`config.mk`:
```
export PLATFORM = sky130hd
export DESIGN_NAME = prog_seq_core
export DESIGN_NICKNAME = d
export VERILOG_FILES = /design/src/rtl/prog_seq_pkg.sv /design/src/rtl/prog_seq_regfile.sv /design/src/rtl/prog_seq_core.sv
export SDC_FILE = /design/constraint.sdc
export NUM_CORES = 1
export LEC_CHECK = 0
export CAP_MARGIN = 20
export CORE_MARGIN = 2
export CORE_UTILIZATION = 30
export CTS_CLUSTER_SIZE = 8
export DETAILED_ROUTE_END_ITERATION = 7
export GPL_TIMING_DRIVEN = 0
export RECOVER_POWER = 100
export SLEW_MARGIN = 25
export SYNTH_ARGS = -nofsm -noshare
export SYNTH_HDL_FRONTEND = slang
export SYNTH_SLANG_ARGS = --single-unit
```
`constraint.sdc`:
```
create_clock -name advance -period 13.84 [get_ports advance]
set_input_delay 2.768 -clock advance [delete_from_list [all_inputs] [get_ports advance]]
set_output_delay 2.768 -clock advance [all_outputs]
set_load 0.02 [all_outputs]
```
`src/rtl/prog_seq_pkg.sv`:
```
// rtl/prog_seq_pkg.sv - opcodes, state encoding and instruction field layout for prog_seq_core
package prog_seq_pkg;

    localparam logic [1:0] OP_ADD = 2'b00;
    localparam logic [1:0] OP_JMP = 2'b01;
    localparam logic [1:0] OP_JNZ = 2'b10;
    localparam logic [1:0] OP_HLT = 2'b11;

    typedef enum logic [1:0] {
        ST_IDLE = 2'd0,
        ST_LOAD = 2'd1,
        ST_RUN  = 2'd2,
        ST_HALT = 2'd3
    } state_t;

    // Stored word is {op, dest, src, value} with value in the LSBs.
    function automatic int src_lsb(input int data_w);
        return data_w;
    endfunction

    function automatic int dest_lsb(input int data_w, input int reg_w);
        return data_w + reg_w;
    endfunction

    function automatic int op_lsb(input int data_w, input int reg_w);
        return data_w + 2 * reg_w;
    endfunction

    function automatic int instr_width(input int data_w, input int reg_w);
        return 2 + 2 * reg_w + data_w;
    endfunction

endpackage

```
`src/rtl/prog_seq_regfile.sv`:
```
// rtl/prog_seq_regfile.sv - general register file, one write port, one async read port
module prog_seq_regfile #(
    parameter int DATA_W = 16,
    parameter int NREG   = 4,
    localparam int REG_W = $clog2(NREG)
) (
    input  logic                   clk,
    input  logic                   rst,
    input  logic                   we,
    input  logic [REG_W-1:0]       waddr,
    input  logic [DATA_W-1:0]      wdata,
    input  logic [REG_W-1:0]       raddr,
    output logic [DATA_W-1:0]      rdata,
    output logic [NREG*DATA_W-1:0] regs_flat
);

    logic [DATA_W-1:0] regs_q [NREG];
    logic [DATA_W-1:0] regs_d [NREG];

    always_comb begin
        regs_d = regs_q;
        if (we) begin
            regs_d[waddr] = wdata;
        end
    end

    always_ff @(posedge clk or posedge rst) begin
        if (rst) begin
            for (int i = 0; i < NREG; i++) begin
                regs_q[i] <= '0;
            end
        end else begin
            regs_q <= regs_d;
        end
    end

    assign rdata = regs_q[raddr];

    always_comb begin
        regs_flat = '0;
        for (int i = 0; i < NREG; i++) begin
            regs_flat[i*DATA_W +: DATA_W] = regs_q[i];
        end
    end

endmodule

```
`src/rtl/prog_seq_core.sv`:
```
// rtl/prog_seq_core.sv - programmable sequencer: front-panel program load, run/halt FSM, add/jump execution
module prog_seq_core
    import prog_seq_pkg::*;
#(
    parameter int DATA_W = 16,
    parameter int NREG   = 4,
    parameter int PC_W   = 4,
    localparam int REG_W   = $clog2(NREG),
    localparam int INSTR_W = instr_width(DATA_W, REG_W)
) (
    input  logic                   advance,
    input  logic                   reset,
    input  logic                   prog,
    input  logic                   run,
    input  logic [1:0]             op,
    input  logic [REG_W-1:0]       dest,
    input  logic [REG_W-1:0]       src,
    input  logic [DATA_W-1:0]      value,
    output logic [PC_W-1:0]        pc,
    output logic [DATA_W-1:0]      o_b,
    output logic [NREG*DATA_W-1:0] o_regs,
    output logic                   carry,
    output logic                   halted,
    output logic [PC_W:0]          prog_len,
    output logic                   prog_full
);

    localparam int DEPTH    = 2 ** PC_W;
    localparam int SRC_LSB  = src_lsb(DATA_W);
    localparam int DEST_LSB = dest_lsb(DATA_W, REG_W);
    localparam int OP_LSB   = op_lsb(DATA_W, REG_W);
    localparam logic [PC_W:0] DEPTH_LEN = (PC_W+1)'(DEPTH);

    state_t              state_q, state_d;
    logic [PC_W-1:0]     pc_q, pc_d;
    logic [DATA_W-1:0]   o_b_q, o_b_d;
    logic                carry_q, carry_d;
    logic [PC_W:0]       prog_len_q, prog_len_d;

    logic [INSTR_W-1:0]  mem [DEPTH];
    logic                mem_we;
    logic [PC_W-1:0]     mem_waddr;
    logic [INSTR_W-1:0]  mem_wdata;

    logic [INSTR_W-1:0]  cur_instr;
    logic [1:0]          ins_op;
    logic [REG_W-1:0]    ins_dest;
    logic [REG_W-1:0]    ins_src;
    logic [DATA_W-1:0]   ins_value;
    logic [PC_W-1:0]     jmp_tgt;
    logic [DATA_W-1:0]   jmp_tgt_ext;
    logic                in_range;
    logic                full_w;

    logic                rf_we;
    logic [DATA_W-1:0]   rf_rdata;
    logic [DATA_W:0]     sum;

    assign cur_instr   = mem[pc_q];
    assign ins_op      = cur_instr[OP_LSB +: 2];
    assign ins_dest    = cur_instr[DEST_LSB +: REG_W];
    assign ins_src     = cur_instr[SRC_LSB +: REG_W];
    assign ins_value   = cur_instr[DATA_W-1:0];
    assign jmp_tgt     = ins_value[PC_W-1:0];
    assign jmp_tgt_ext = DATA_W'(jmp_tgt);
    // Entries at or beyond prog_len are stale or unwritten; fetching them halts.
    assign in_range    = {1'b0, pc_q} < prog_len_q;
    assign full_w      = prog_len_q == DEPTH_LEN;
    assign sum         = {1'b0, rf_rdata} + {1'b0, ins_value};
    assign mem_wdata   = {op, dest, src, value};

    prog_seq_regfile #(
        .DATA_W (DATA_W),
        .NREG   (NREG)
    ) u_regfile (
        .clk       (advance),
        .rst       (reset),
        .we        (rf_we),
        .waddr     (ins_dest),
        .wdata     (sum[DATA_W-1:0]),
        .raddr     (ins_src),
        .rdata     (rf_rdata),
        .regs_flat (o_regs)
    );

    always_comb begin
        state_d    = state_q;
        pc_d       = pc_q;
        o_b_d      = o_b_q;
        carry_d    = carry_q;
        prog_len_d = prog_len_q;
        mem_we     = 1'b0;
        mem_waddr  = prog_len_q[PC_W-1:0];
        rf_we      = 1'b0;
        if (prog) begin
            state_d = ST_LOAD;
            if (state_q != ST_LOAD) begin
                mem_we     = 1'b1;
                mem_waddr  = '0;
                prog_len_d = (PC_W+1)'(1);
            end else if (!full_w) begin
                mem_we     = 1'b1;
                prog_len_d = prog_len_q + (PC_W+1)'(1);
            end
        end else begin
            case (state_q)
                ST_LOAD: begin
                    pc_d    = '0;
                    state_d = run ? ST_RUN : ST_IDLE;
                end
                ST_IDLE: begin
                    if (run) begin
                        state_d = ST_RUN;
                        pc_d    = '0;
                    end
                end
                ST_HALT: begin
                    // pc still points at the halting instruction; resume past it.
                    if (run) begin
                        state_d = ST_RUN;
                        pc_d    = pc_q + PC_W'(1);
                    end
                end
                ST_RUN: begin
                    if (!in_range) begin
                        state_d = ST_HALT;
                    end else begin
                        case (ins_op)
                            OP_ADD: begin
                                rf_we   = 1'b1;
                                carry_d = sum[DATA_W];
                                o_b_d   = sum[DATA_W-1:0];
                                pc_d    = pc_q + PC_W'(1);
                            end
                            OP_JMP: begin
                                pc_d  = jmp_tgt;
                                o_b_d = jmp_tgt_ext;
                            end
                            OP_JNZ: begin
                                if (rf_rdata != '0) begin
                                    pc_d  = jmp_tgt;
                                    o_b_d = jmp_tgt_ext;
                                end else begin
                                    pc_d = pc_q + PC_W'(1);
                                end
                            end
                            default: begin
                                state_d = ST_HALT;
                            end
                        endcase
                    end
                end
                default: state_d = ST_IDLE;
            endcase
        end
    end

    always_ff @(posedge advance or posedge reset) begin
        if (reset) begin
            state_q    <= ST_IDLE;
            pc_q       <= '0;
            o_b_q      <= '0;
            carry_q    <= 1'b0;
            prog_len_q <= '0;
        end else begin
            state_q    <= state_d;
            pc_q       <= pc_d;
            o_b_q      <= o_b_d;
            carry_q    <= carry_d;
            prog_len_q <= prog_len_d;
        end
    end

    always_ff @(posedge advance) begin
        if (mem_we) begin
            mem[mem_waddr] <= mem_wdata;
        end
    end

    assign pc        = pc_q;
    assign o_b       = o_b_q;
    assign carry     = carry_q;
    assign prog_len  = prog_len_q;
    assign halted    = state_q == ST_HALT;
    assign prog_full = full_w;

endmodule
```
; Word level (Yosys, flattened, before mapping)
; Memories as Yosys holds them, arrays and structs flattened.
; Index checks and enable logic that the tools add are counted.
; W data, S select, Z words.
[word_totals]
ram_bits = 352
romBits = 0
word_cells = 80
latch_bits = 0
inputBits = 26
register_bits = 92
memories = 1
[memory_table]
columns = name, words, width, read_ports, rd_clocked_by_memory_dff, write_ports, line
row1 = mem, 16, 22, 1, 0, 1, prog_seq_core.sv:40  ; logic [INSTR_W-1:0] mem [DEPTH];
[classes]
addsub = 3
order_cmp = 4
div = 0
bitwise_logic = 3
eq_ne = 15
reduce_logical = 12
n_mul = 0
n_shift = 0
mux = 33
[op_table]
columns = op, count
row1 = $bwmux W64, 1
row2 = $mux W16, 4
row3 = $pmux W16 S3, 1
row4 = $bmux W16 S2, 1
row5 = $demux W16 S2, 1
row6 = $mux W4, 6
row7 = $add A16 B16 Y17, 1
row8 = $pmux W4 S4, 1
row9 = $reduce_bool A16 Y1, 1
row10 = $pmux W4 S3, 1
row11 = $mux W2, 5
row12 = $mux W5, 2
row13 = $reduce_and A5 Y1, 2
row14 = $mux W1, 9
row15 = $ne A2 B2 Y1 const B, 4
row16 = $eq A2 B2 Y1 const B, 3
row17 = $ge A3 B3 Y1 const B, 2
row18 = $not A2 Y3, 2
row19 = $pmux W2 S3, 1
row20 = $add A5 B1 Y5 const B, 1
row21 = $eq A5 B5 Y1 const B, 1
row22 = $lt A4 B5 Y1, 1
row23 = $add A4 B1 Y4 const B, 1
row24 = $eq A2 B1 Y1 const B, 2
row25 = other kinds (13), 16

; Logic depth before layout (Yosys ltp)
; An unclocked memory read counts as a cell.
[logic_depth]
word_depth = 10
depth_mapped = 19

; Modules after synthesis
; Synthesis repeated with hierarchy kept, for this count alone.
[unflattened]
hier_cells = 943
hier_area_um2 = 18519.0
[by_module_without_submodules]
columns = module, area_per_inst_um2, n_inst, cells_per_inst
row1 = prog_seq_core, 15721.3, 1, 786
row2 = prog_seq_regfile, 2797.7, 1, 157

; Least setup slack after synthesis
; OpenSTA, ideal clock, no wires.
[synth_timing]
path_kind = input-to-reg
start = input prog
end = memory mem[3][0] (netlist name), enable pin
path_stages = 3
t_arrival_ps = 5313
setup_time_ps = 457
t_required_ps = 13383
setup_slack_ps = 8070
path_buffers = 1
path_cell_list = clkbuf_1 nand4_1 nor4_1
[synth_between]
elab_chain_cells = 3
word_cells_on_any_way = 4
cone_classes = mux: 4
[synth_rtl]
columns = item, line
row1 = from (decl), prog_seq_core.sv:13  ; input logic prog,
row2 = $mux W1, prog_seq_core.sv:95  ; if (prog) begin
row3 = $mux W1, prog_seq_core.sv:175  ; if (mem_we) begin
row4 = $mux W1 (not written as such), prog_seq_core.sv:176  ; mem[mem_waddr] <= mem_wdata;
row5 = to (decl), prog_seq_core.sv:40
; Parallel ways exist; a longest one is shown, timed or not.

; Worst setup path in the final report
[layout_timing]
start = register pc_q[1], in the netlist pc[1]
end = register u_regfile.regs_q, in the netlist u_regfile.regs_flat[0]
[layout_between]
elab_chain_cells = 7
word_cells_on_any_way = 19
cone_classes = add/sub: 1 / order compare: 3 / mux: 10 / bitwise: 2 / reduce/logical: 2 / memory: 1
[layout_rtl]
columns = item, line
row1 = from (decl), prog_seq_core.sv:35  ; logic [PC_W-1:0] pc_q, pc_d;
row2 = from (signal assigned), prog_seq_core.sv:167  ; pc_q <= pc_d;
row3 = $mem_v2 Z16 W22, --
row4 = $not A2 Y3 (on tied branches), "prog_seq_regfile.sv:37, prog_seq_regfile.sv:23"
row5 = $bmux W16 S2 (tied with other cells), prog_seq_regfile.sv:37  ; assign rdata = regs_q[raddr];
row6 = $mux W16 (not written as such) / $logic_and A1 B1 Y1 (equally long branches), "prog_seq_regfile.sv:37, prog_seq_regfile.sv:23"
row7 = $mux W16 (on tied branches), "prog_seq_regfile.sv:37, prog_seq_regfile.sv:23"
row8 = $add A16 B16 Y17 / $demux W16 S2 (equally long branches), "prog_seq_core.sv:69, prog_seq_regfile.sv:23"
row9 = $bwmux W64, prog_seq_regfile.sv:23  ; regs_d[waddr] = wdata;
row10 = to (signal assigned), prog_seq_regfile.sv:33  ; regs_q <= regs_d;
row11 = to (decl), prog_seq_regfile.sv:17  ; logic [DATA_W-1:0] regs_q [NREG];
; Parallel ways exist; a longest one is shown, timed or not. The select of a mux whose other input is x is not followed.
; A chain may end at the register's enable or synchronous reset.

==> impl_metrics.tcl <==
set metrics [dict create \
    ctsHtreeMaxLevel 2 \
    timing.rr.start "pc[1]$_DFFE_PP0P_" \
    maximum_resistive_drop_on_vdd_mv 0.145 \
    power_frac_clock_pct 24.2 \
    area_delta_synth_final_pct 20.7 \
    dr_total_vias 10800 \
    worst_pin_slew_ns 3.98 \
    number_of_clock_buffers_inserted_by_tritoncts 61 \
    die_w_um 256 \
    post_synth_instance_area_sq_um 19000 \
    outcome "finished, violations left" \
    dp.final_hpwl_um 34200 \
    violated_checks "max-capacitance violations, max-slew violations" \
    wl_per_cell_um 22.9 \
    grt_usage_pct 15.1 \
    grt_pass1_wl_um 73500 \
    clock_tree.root_cell "clkbuf_16" \
    fmaxAchievable_mhz 136 \
    worst_reg_to_reg_cells 13 \
    drt_iter0_drc 954 \
    postRouteAntennaNets 0 \
    max-slew-margin-rel_pct -165 \
    layout.filler_cells 5902 \
    power_density_nw_per_um2 239 \
    synth_top_cell_by_area "edfxtp_1" \
    antenna_found_initial 6 \
    die_y_um 256 \
    port-buffer-count 117 \
    ctsHoldBuffers 0 \
    ioPinCount 118 \
    grt_setup_unrepaired "no" \
    max_cap_viol_count 3 \
    finalSetupTns_ns 0 \
    drv_slew 98 \
    pre_cts_ws_ns 7.36 \
    worst_setup_path_start_kind "register" \
    final-setup-viol-count 0 \
    layout_commonest_cell "edfxtp_1" \
    num_rows 92 \
    holdWs_ns 0.492 \
    critical_path.reg2reg.endpoint "u_regfile.regs_flat[0]$_DFFE_PP0P_" \
    setup.reg_to_reg.worst_slack_ns 6.50 \
    final_layout_size_suffix_gt1_share_pct 20.0 \
    worstSkewPairLatency_ns 0.61 \
    netlist-cell-type-count 64 \
    clk_path_buf_depth 3 \
    final_min_period_over_clock_period_pct 53.0 \
    hp-start "o_b[14]$_DFFE_PP0P_" \
    cell_internal_pwr_mw 3.34 \
    synth.top_cells.by_area "edfxtp_1, mux4_2, dfrtp_1, mux2_2, ha_1" \
    layout.cells.most_common_list "edfxtp_1, dlygate4sd3_1, mux4_2" \
    number_of_synthesized_flops_with_an_enable_pin 352 \
    gp_congestion 0.886 \
    timing.setup.critical_path_class "register to register" \
    grt_pass1_vias 11100 \
    worst_setup_hold_path_clk_slew_ns 0.05 \
    grt_max_degree 75 \
    first_pass_iters 7 \
    power.static_leakage_nw 8.10 \
    effective_utilization_at_floorplan_pct 30.2 \
    net-switching-power_mw 2.14 \
    critPathRequiredTime_ns 14.31 \
    power.share.switching_pct 39.0 \
    end_kind "register" \
    vias_per_cell 5.01 \
    hold_path.class "register to register" \
    synth_area_per_cell_sq_um 17.7 \
    tmin_final_ns 7.34 \
    grt_remaining_overflow 0 \
    worstPathArrival_ns 7.81 \
    synth_top_flop_cell "edfxtp_1" \
    cts_tree "yes" \
    final.setup_skew_ns 0.0283 \
    ys_warn_count 0 \
    synth_top_cell_area_share_pct 55.6 \
    post_cts.resized_instances 0 \
    critical_path.startpoint "pc[1]$_DFFE_PP0P_" \
    core-area_sq_um 62900 \
    final_cell_count_no_fill 2153 \
    dieArea_sq_um 65400 \
    clock-sinks 444 \
    design.final.nets 1348 \
    worstHoldPathCells 1 \
    drc 0 \
    power.share.combinational_pct 44.7 \
    synthesis.nets 1132 \
    asyncSetResetFlopFracSynth_pct 20.7 \
    fin_ws_ns 6.50 \
    postSynthRegisterBits 444 \
    cp_max_fo 10 \
    synthesis.instances 1074 \
    ys_seq_area_share_pct 67.8 \
    report.final.hold_viol_count 0 \
    drt_wl_total_um 49200 \
    holdPathEnd "o_b[14]$_DFFE_PP0P_" \
    post-cts-setup-buffers 0 \
    seq_power_share_pct 31.0 \
    post-place-cells 2072 \
]
## kinds of logic after synthesis
family | share of synthesized area [%]
AOI/OAI and AO/OA | 4.25
xor gates and xnor gates | 0.599
adders and majority gates | 2.15
buffers and inverters | 2.06
DFF | 67.8
muxes | 18.3
and+or+nand+nor | 4.92
## power by group through the flow
stage,clock network [mW],logic [mW],registers [mW]
floorplan,0,1.56,1.79
global route,1.41,2.68,1.72
detailed placement,0,2.53,1.73
global placement,0,2.47,1.73
CTS,1.36,2.54,1.70
finish,1.33,2.45,1.70
## cells in the mapped netlist (11+ instances only)
cell        n
xnor2_1    11
mux2_2     70
nor3_1     17
nand2_1    61
dfrtp_1    92
ha_1       31
a21oi_1    24
mux4_2    103
a211oi_1   20
mux2i_1    17
buf_1      12
a31oi_1    11
inv_1      33
clkbuf_1   18
nor2_1     40
o21ai_0    15
edfxtp_1  352
and2_1     17
## how the worst max path moves through the flow
stage / to / slack, ns / depth (start not counted)
4_1_cts: u_regfile.regs_flat[61]$_DFFE_PP0P_ / 7.36 / 14
6_report: u_regfile.regs_flat[0]$_DFFE_PP0P_ / 6.50 / 13
2_1_floorplan: mem[3][0]$_DFFE_PP_ / 8.07 / 3
3_3_place_gp: mem[3][8]$_DFFE_PP_ / 3.95 / 4
3_5_place_dp: u_regfile.regs_flat[61]$_DFFE_PP0P_ / 7.36 / 14
5_1_grt: u_regfile.regs_flat[44]$_DFFE_PP0P_ / 5.76 / 3
## critical path, cell delays in order, from the launching register on
cell      delay (ns)
dfrtp_1         0.61
clkbuf_1        0.58
clkbuf_1        0.56
clkbuf_1        0.54
clkbuf_1        0.72
mux4_2          0.42
mux4_2          0.58
inv_1           0.12
ha_1            0.16
or3b_2          0.49
clkbuf_1        0.19
nor3_1          1.07
clkbuf_1        0.74
mux2_2          0.42
## per-layer routing
metal	vias up	global-route usage (%)	routed length (um)
met5	-	0	33
met4	6	3.74	1030
met2	416	24.3	23400
li1	4715	-	-
met3	78	3.60	3710
met1	5562	20.5	21100
## metrics by stage
step | instance area [sq um] | total power, mW | utilization (%)
floorplan | 19000 | 3.35 | -
global placement | 21200 | 4.20 | 33.8
detailed placement | 21800 | 4.26 | 34.7
CTS | 23500 | 5.60 | 37.3
global route | 22900 | 5.80 | 36.5
finish | 22900 | 5.48 | 36.5
## area by class of cell
cell class	instances	area, sq um	area share (%)
sequential	444	12900	56.1
multi-input combinational	548	5670	24.7
clock buffer	77	1610	7.01
timing repair buffer	153	1310	5.73
tap	846	1060	4.62
buffer	49	240	1.05
inverter	33	125	0.546
clock inverter	2	50.0	0.218
antenna	1	2.50	0.0109
## state kept, by name, summed over array words and instances, names as in the netlist
name,cells
u_regfile.regs_flat,64
prog_len,5
mem,352
pc,4
o_b,16
state_q,2
carry,1
Note: power is estimated with default switching activity, not from simulation.
